File: src/rtl/pipelined_barrelshifter.sv
// pipelined_barrelshifter
//   Pipelined shift/rotate unit. The log2(D_SIZE)-deep mux tree is split into
//   one registered stage per shift-amount bit. All stages advance together
//   under a valid/ready handshake with full backpressure. Throughput is one
//   operation per cycle and latency is L = $clog2(D_SIZE) cycles.
//
//   Operations (op_in): 000 LSR, 001 ASR, 01x ROR, 100 LSL, 101 ASL, 11x ROL.
//   The ASL overflow flag is computed once, at acceptance, and carried down
//   the pipe alongside the data.
//
//   Build option: define BSHIFT_ASL_SAT_EN to saturate the ASL result on
//   overflow (0111..1 for a positive operand, 1000..0 for a negative one).
//
// Ports
//   clk_in       clock, rising edge
//   rst_n_in     asynchronous active-low reset
//   x_valid_in   operand valid
//   x_ready_out  operand accepted when x_valid_in && x_ready_out
//   x_in         operand, D_SIZE bits
//   s_in         shift amount, L bits
//   op_in        operation code, 3 bits
//   y_valid_out  result valid
//   y_ready_in   result consumed when y_valid_out && y_ready_in
//   y_out        result, D_SIZE bits
//   zf_out       y_out == 0
//   vf_out       ASL overflow
module pipelined_barrelshifter #(
  parameter int unsigned D_SIZE = 8
) (
  input  logic                       clk_in,
  input  logic                       rst_n_in,
  input  logic                       x_valid_in,
  output logic                       x_ready_out,
  input  logic [D_SIZE-1:0]          x_in,
  input  logic [$clog2(D_SIZE)-1:0]  s_in,
  input  logic [2:0]                 op_in,
  output logic                       y_valid_out,
  input  logic                       y_ready_in,
  output logic [D_SIZE-1:0]          y_out,
  output logic                       zf_out,
  output logic                       vf_out
);

  localparam int unsigned L = $clog2(D_SIZE);

  localparam logic [2:0] OP_ASR = 3'b001;
  localparam logic [2:0] OP_ASL = 3'b101;

  // Refuse to elaborate for widths that are not a power of two >= 2.
  if ((D_SIZE < 2) || ((D_SIZE & (D_SIZE - 1)) != 0)) begin : g_bad_d_size
    $error("pipelined_barrelshifter: D_SIZE must be a power of two >= 2");
  end

  // Stage inputs (index k = input of stage k)
  logic [L-1:0][D_SIZE-1:0] in_data;
  logic [L-1:0][L-1:0]      in_s;
  logic [L-1:0][2:0]        in_op;
  logic [L-1:0]             in_sign;
  logic [L-1:0]             in_vf;
  logic [L-1:0]             in_valid;

  // Stage registers and their next-state values
  logic [L-1:0][D_SIZE-1:0] data_q, data_d;
  logic [L-1:0][L-1:0]      s_q, s_d;
  logic [L-1:0][2:0]        op_q, op_d;
  logic [L-1:0]             sign_q, sign_d;
  logic [L-1:0]             vf_q, vf_d;
  logic [L-1:0]             valid_q, valid_d;
  logic                     zf_q, zf_d;

  logic                     advance;
  logic [D_SIZE-1:0]        sh;

  // Shift/rotate by a fixed power-of-two amount. The operand is placed in a
  // double-width word together with its fill (or a copy of itself for
  // rotates) so one shift covers every operation.
  function automatic logic [D_SIZE-1:0] stage_shift(
    input logic [D_SIZE-1:0] d,
    input logic [2:0]        op,
    input logic              sign,
    input int unsigned       amt
  );
    logic [2*D_SIZE-1:0] w;
    logic [D_SIZE-1:0]   fill;
    fill = (op == OP_ASR) ? {D_SIZE{sign}} : '0;
    if (!op[2]) begin
      w = op[1] ? {d, d} : {fill, d};
      w = w >> amt;
      stage_shift = w[D_SIZE-1:0];
    end else begin
      w = op[1] ? {d, d} : {d, {D_SIZE{1'b0}}};
      w = w << amt;
      stage_shift = w[2*D_SIZE-1:D_SIZE];
    end
  endfunction

  // ASL overflows when any bit shifted through the sign position differs
  // from the sign, i.e. x[D_SIZE-2 : D_SIZE-1-s] != x[D_SIZE-1].
  function automatic logic asl_overflow(
    input logic [D_SIZE-1:0] x,
    input logic [L-1:0]      s
  );
    asl_overflow = 1'b0;
    for (int unsigned i = 0; i < D_SIZE - 1; i++) begin
      if ((i + 32'(s) >= D_SIZE - 1) && (x[i] != x[D_SIZE-1]))
        asl_overflow = 1'b1;
    end
  endfunction

  assign advance = !valid_q[L-1] || y_ready_in;

  assign in_data[0]  = x_in;
  assign in_s[0]     = s_in;
  assign in_op[0]    = op_in;
  assign in_sign[0]  = x_in[D_SIZE-1];
  assign in_vf[0]    = (op_in == OP_ASL) && asl_overflow(x_in, s_in);
  assign in_valid[0] = x_valid_in;

  for (genvar k = 1; k < L; k++) begin : g_link
    assign in_data[k]  = data_q[k-1];
    assign in_s[k]     = s_q[k-1];
    assign in_op[k]    = op_q[k-1];
    assign in_sign[k]  = sign_q[k-1];
    assign in_vf[k]    = vf_q[k-1];
    assign in_valid[k] = valid_q[k-1];
  end

  always_comb begin
    data_d  = '0;
    s_d     = '0;
    op_d    = '0;
    sign_d  = '0;
    vf_d    = '0;
    valid_d = '0;
    zf_d    = 1'b0;
    sh      = '0;
    for (int unsigned k = 0; k < L; k++) begin
      sh = in_data[k];
      if (in_s[k][k])
        sh = stage_shift(in_data[k], in_op[k], in_sign[k], 32'd1 << k);
      if (k == L - 1) begin
        // ASL runs as a plain left shift through the pipe; the sign bit is
        // restored only at the end since it never feeds lower bits.
        if (in_op[k] == OP_ASL)
          sh[D_SIZE-1] = in_sign[k];
`ifdef BSHIFT_ASL_SAT_EN
        if (in_vf[k])
          sh = in_sign[k] ? {1'b1, {(D_SIZE-1){1'b0}}}
                          : {1'b0, {(D_SIZE-1){1'b1}}};
`endif
        zf_d = (sh == '0);
      end
      data_d[k]  = sh;
      s_d[k]     = in_s[k];
      op_d[k]    = in_op[k];
      sign_d[k]  = in_sign[k];
      vf_d[k]    = in_vf[k];
      valid_d[k] = in_valid[k];
    end
  end

  always_ff @(posedge clk_in or negedge rst_n_in) begin
    if (!rst_n_in) begin
      data_q  <= '0;
      s_q     <= '0;
      op_q    <= '0;
      sign_q  <= '0;
      vf_q    <= '0;
      valid_q <= '0;
      zf_q    <= 1'b0;
    end else if (advance) begin
      data_q  <= data_d;
      s_q     <= s_d;
      op_q    <= op_d;
      sign_q  <= sign_d;
      vf_q    <= vf_d;
      valid_q <= valid_d;
      zf_q    <= zf_d;
    end
  end

  // Control fields of the last stage have no consumer; the tools prune them.
  logic unused_tail;
  assign unused_tail = ^{s_q[L-1], op_q[L-1], sign_q[L-1]};

  assign x_ready_out = advance;
  assign y_valid_out = valid_q[L-1];
  assign y_out       = data_q[L-1];
  assign zf_out      = zf_q;
  assign vf_out      = vf_q[L-1];

endmodule

File: config.mk
export PLATFORM = sky130hd
export DESIGN_NAME = pipelined_barrelshifter
export DESIGN_NICKNAME = d
export VERILOG_FILES = /design/src/rtl/pipelined_barrelshifter.sv
export SDC_FILE = /design/constraint.sdc
export NUM_CORES = 1
export LEC_CHECK = 0
export BUFFER_PORTS_ARGS = -buffer_cell sky130_fd_sc_hd__buf_2
export CAP_MARGIN = 40
export CORE_UTILIZATION = 58
export DETAILED_ROUTE_END_ITERATION = 12
export MAX_ROUTING_LAYER = met4
export PLACE_DENSITY = 0.89
export SYNTH_ARGS = -nofsm -noshare
export SYNTH_HDL_FRONTEND = slang
export SYNTH_SLANG_ARGS = --single-unit
File: constraint.sdc
create_clock -name clk_in -period 1.8 [get_ports clk_in]
set_input_delay 0.36 -clock clk_in [delete_from_list [all_inputs] [get_ports clk_in]]
set_output_delay 0.36 -clock clk_in [all_outputs]
set_load 0.02 [all_outputs]
Word-level counts from Yosys, hierarchy flattened

Cells that the tools add are included.
Widths: inputs -> output; s select.

Flip-flop bits (word level): 45
Bits of input ports: 18
Word-level logic and storage cells: 70

Add/sub/neg operators: 6
Order comparisons: 7
Eq/ne operators: 12
Multiplexer cells: 23
Reductions and logical operators: 11

Operators by type and width:

| kind                | count |
|---|---|
| $mux 8              | 9 |
| $ge 4x3->1 const B  | 6 |
| $add 3x3->4 const A | 3 |
| $mux 12             | 1 |
| $mux 10             | 1 |
| $eq 3x1->1 const B  | 3 |
| $mux 1              | 9 |
| $mux 9              | 1 |
| $add 2x3->4 const A | 2 |
| $logic_and 1x1->1   | 8 |
| $logic_not 8->1     | 1 |
| $ne 1x1->1          | 7 |
| $eq 3x3->1 const B  | 2 |
| $add 1x3->4 const A | 1 |
| $mux 4              | 1 |
| $ge 3x3->1 const B  | 1 |
| $mux 2              | 1 |
| $logic_not 1->1     | 1 |
| $logic_or 1x1->1    | 1 |

Longest topological paths before layout

Word-level depth: 10
Mapped depth: 8
Gate-level depth less buffers: 7

Worst setup path before layout

Ideal clock, no wire load.

Path type: input to register
From: input port s_in[0]
To: register vf_q[0]
Setup time: 133 ps
Arrival time: 1550 ps
Data required time: 1667 ps
Setup slack: 117 ps
Stages on the path: 8
Path buffers: 1
Path through: clkbuf_1 > nand2_1 > ha_1 > and3b_1 > a21oi_1 > o22ai_1 > o21ai_1 > a31oi_1

Cells in the longest elaborated chain, start to end: 10
Elaborated cells between the ends (all ways): 28
Those cells by class: add/sub (6); order compare (7); mux (7); reduce/logical (8)

Ends and longest elaborated chain:

| what                                                   | RTL line | text |
|---|---|---|
| from (decl)                                            | 35       | `input logic [$clog2(D_SIZE)-1:0] s_in,` |
| $add 1x3->4 / $ge 3x3->1 (equally long branches)       | 105      | `if ((i + 32'(s) >= D_SIZE - 1) && (x[i] != x[D_SIZE-1]))` |
| $ge 4x3->1 / $logic_and 1x1->1 (equally long branches) | 105      |  |
| $logic_and 1x1->1 / $mux 1 (equally long branches)     | 105      |  |
| $mux 1 (5 in series)                                   | 105      |  |
| $mux 1 *                                               | 105      |  |
| $logic_and 1x1->1 *                                    | 116      | `assign in_vf[0] = (op_in == OP_ASL) && asl_overflow(x_in, s_in);` |
| to (signal assigned)                                   | 176      | `vf_q <= vf_d;` |
| to (decl)                                              | 67       | `logic [L-1:0] vf_q, vf_d;` |

Every way passes the cells marked *; elsewhere a longest branch is shown, timed or not.
A chain may end at the register's enable or synchronous reset.

Final worst setup path

From: register valid_q[2]
To: output port x_ready_out

Cells in the longest elaborated chain, start to end: 2

Ends and longest elaborated chain:

| what                   | RTL line | text |
|---|---|---|
| from (decl)            | 68       | `logic [L-1:0] valid_q, valid_d;` |
| from (signal assigned) | 177      | `valid_q <= valid_d;` |
| $logic_not 1->1        | 110      | `assign advance = !valid_q[L-1] \|\| y_ready_in;` |
| $logic_or 1x1->1       | 110      |  |
| to (decl)              | 33       | `output logic x_ready_out,` |

No other way between the ends.

==> qor.txt <==
Die H = 66.5 microns
Synth Area in Simple Gates = 0.226
Mux cell area share after synthesis = 0.0373
CP max-delay cell = dfrtp_1
Ys async rst share = 1.00
Slew HR = 0.664
Most common cell after layout, fill and taps aside = nand2_1
Final setup fails = 0
Status = finished, violations left
Vias in the first global route = 1900
CTS tree = done
Drt drc = 2
Crit path capture type = output pin
# resized after CTS = 0
Hold Path Class = in -> async
Routed length per instance = 13.0 microns
Clk_lat worst skew = 0.30 ns
Synthesized area per cell = 8.21 sq um
Fin. max-slew vios = 0
Max Cap Viol = 0
Global-route wire length before repair = 7.87 mm
Critical path class = reg -> out
CTS sink cnt = 42
# rows = 23
Register bit total from synthesis = 42
Reg2reg start = in_op[7]
Post-synthesis adder-cell area fraction = 0.0311
Total die area = 4420 sq um
CTS H-tree depth = 2
Total power = 3.64 mW
Nature of the critical path startpoint = flip-flop
Commonest non-fill, non-tap cells in the layout = nand2_1, o21ai_0, dfrtp_1, buf_2
Worst r2r dst = zf_out
Initial antenna violation count = 0
TritonCTS Buffers = 5
Clk_skew = 0.0108 ns
Post-Syn Instances = 294
Main flop type after synthesis = dfrtp_1
CP peak stage delay = 0.38 ns
Fraction of layout cells with a size suffix above 1 = 0.154
Routed vias = 2017
Max FO, Critical Path = 13
Final period utilization = 0.865
Hold Violations, Final = 0
Minimum clock period = 1.56 ns
Slew @ Worst Pin = 0.504 ns
Fin Setup TNS = 0 ns
CTS clk-pin slew, worst paths = 0.08 ns
Total grt overflow = 0
Peak Freq = 642 MHz
DRC marker count from the first detailed-route iteration = 139
Pwr Density = 1370 nW/um^2
# port buffers = 29
Main combinational cell family by area after synthesis = simple AND/OR/NAND/NOR gates
Initial Util = 0.603
Unrepaired setup endpoints after global routing = no
Vias per inst = 5.57
Synth top area share = 0.436
Routed Antenna Nets = 0
Pin count of the biggest net entering global routing = 32
Yosys warns = 0
Reg2Reg Setup Slack = 0.35 ns
Diodes inserted = 0
Die Span X = 66.5 microns
Placed cell count = 354
Synth unique cells = 36
Ranking of synthesized cells by area = dfrtp_1, nand2_1, o21ai_0
CP cell instances = nor2b_4 -> inv_2 -> buf_2
Root Driver = clkbuf_8
Complex-gate fraction of the synthesized area = 0.189
EDFF count, synth = 0
Seq/Total Area, Yosys = 0.436
Routability cong. = 0.843
Nets = 335
Worst reg2reg path depth = 5
WP data required = 1.44 ns
Leading area contributor after synthesis = dfrtp_1
Data arrival, critical path = 1.20 ns
Hpwl dp = 3.53 mm
Fin util = 0.663
Leakage = 1.25 nW
Max VDD drop = 509 uV
CORE AREA = 4000 sq um
Synthesized Nets = 318
Non-Filler Instances = 362
Area Growth Syn to Fin = 9.91%
Maximum root-to-sink buffer count = 2
Post-CTS Hold Buffers = 0
Mapped cell area = 2410 sq um
Boundary Pins = 30
Xor and xnor fraction of the mapped netlist area = 0.0109
# Post-CTS Setup Buffers = 0
Violated checks = design-rule violations
Final wirelength = 4.72 mm
Total track usage = 0.246
Drt first pass iters = 8
## routing by layer
metal	part of all wire	routed length, microns	track usage	vias up
met1	0.45	2100	0.278	914
met3	0.036	168	0.0565	19
met4	0.037	176	0.152	0
met2	0.48	2270	0.394	60
met5	0	0	-	-
li1	-	-	-	1024
## cell usage after synthesis (2+ instances only)
library cell  count
dfrtp_1          42
buf_4             8
buf_2             6
and3b_1           2
inv_1             6
a221oi_1          2
clkbuf_1         11
xnor2_1           3
nor2b_1           8
mux2i_1           9
nor3_1            2
a31oi_1           6
o211ai_1          6
a21oi_1          10
nand2b_1          4
nand3_1           7
nand2_1          83
ha_1              6
o21ai_0          47
nor2_1           10
## report_power, final
| part | total, mW | internal (mW) | switching [mW] |
|---|---|---|---|
| registers | 1.60 | 1.28 | 0.319 |
| clock network | 0.731 | 0.415 | 0.316 |
| logic | 1.31 | 0.534 | 0.779 |
| total | 3.64 | 2.23 | 1.41 |
## cell families after synthesis
kind of cell    count (synthesis)
buf+inv                        34
simple gates                  122
mux                             9
compound gates                 78
flops                          42
fa+ha+maj                       6
xor+xnor                        3
## per-stage QoR
| stage | hold slack [ns] | area, sq um | worst slack [ns] |
|---|---|---|---|
| 2_1_floorplan | 0.0644 | 2410 | 0.117 |
| 3_3_place_gp | 0.352 | 2540 | 0.151 |
| 3_5_place_dp | 0.359 | 2540 | 0.0646 |
| 4_1_cts | 0.0367 | 2650 | 0.245 |
| 5_1_grt | 0.0562 | 2650 | 0.189 |
| 6_report | 0.0173 | 2650 | 0.243 |
## registers in the layout, indices dropped and copies added (netlist names)
name,flops
vf_q,3
y_out,8
zf_out,1
valid_q,3
sign_q,2
in_op,6
in_s,3
data_q,16
## critical path, delay by kind of cell (launching register included)
family | cells | cell delay (ns)
buf+inv | 2 | 0.39
flops | 1 | 0.38
simple gates | 1 | 0.13
## worst max-delay path by stage
stage / slack (ns) / start / cells after the start / end
2_1_floorplan: 0.12 / s_in[0] / 8 / vf_q[0]
3_3_place_gp: 0.15 / s_in[2] / 8 / vf_q[0]
3_5_place_dp: 0.06 / s_in[2] / 8 / vf_q[0]
4_1_cts: 0.24 / valid_q[2] / 3 / x_ready_out
5_1_grt: 0.19 / valid_q[2] / 3 / x_ready_out
6_report: 0.24 / valid_q[2] / 3 / x_ready_out
## layout make-up
cell class / count / area, sq um
Multi-Input combinational cell: 218 / 1200
Timing Repair Buffer: 37 / 205
Clock inverter: 1 / 30.0
Sequential cell: 42 / 1050
Fill cell: 341 / 1350
Tap cell: 50 / 62.6
Inverter: 7 / 26.3
Clock buffer: 7 / 76.3
Note: power is estimated with default switching activity, not from simulation.
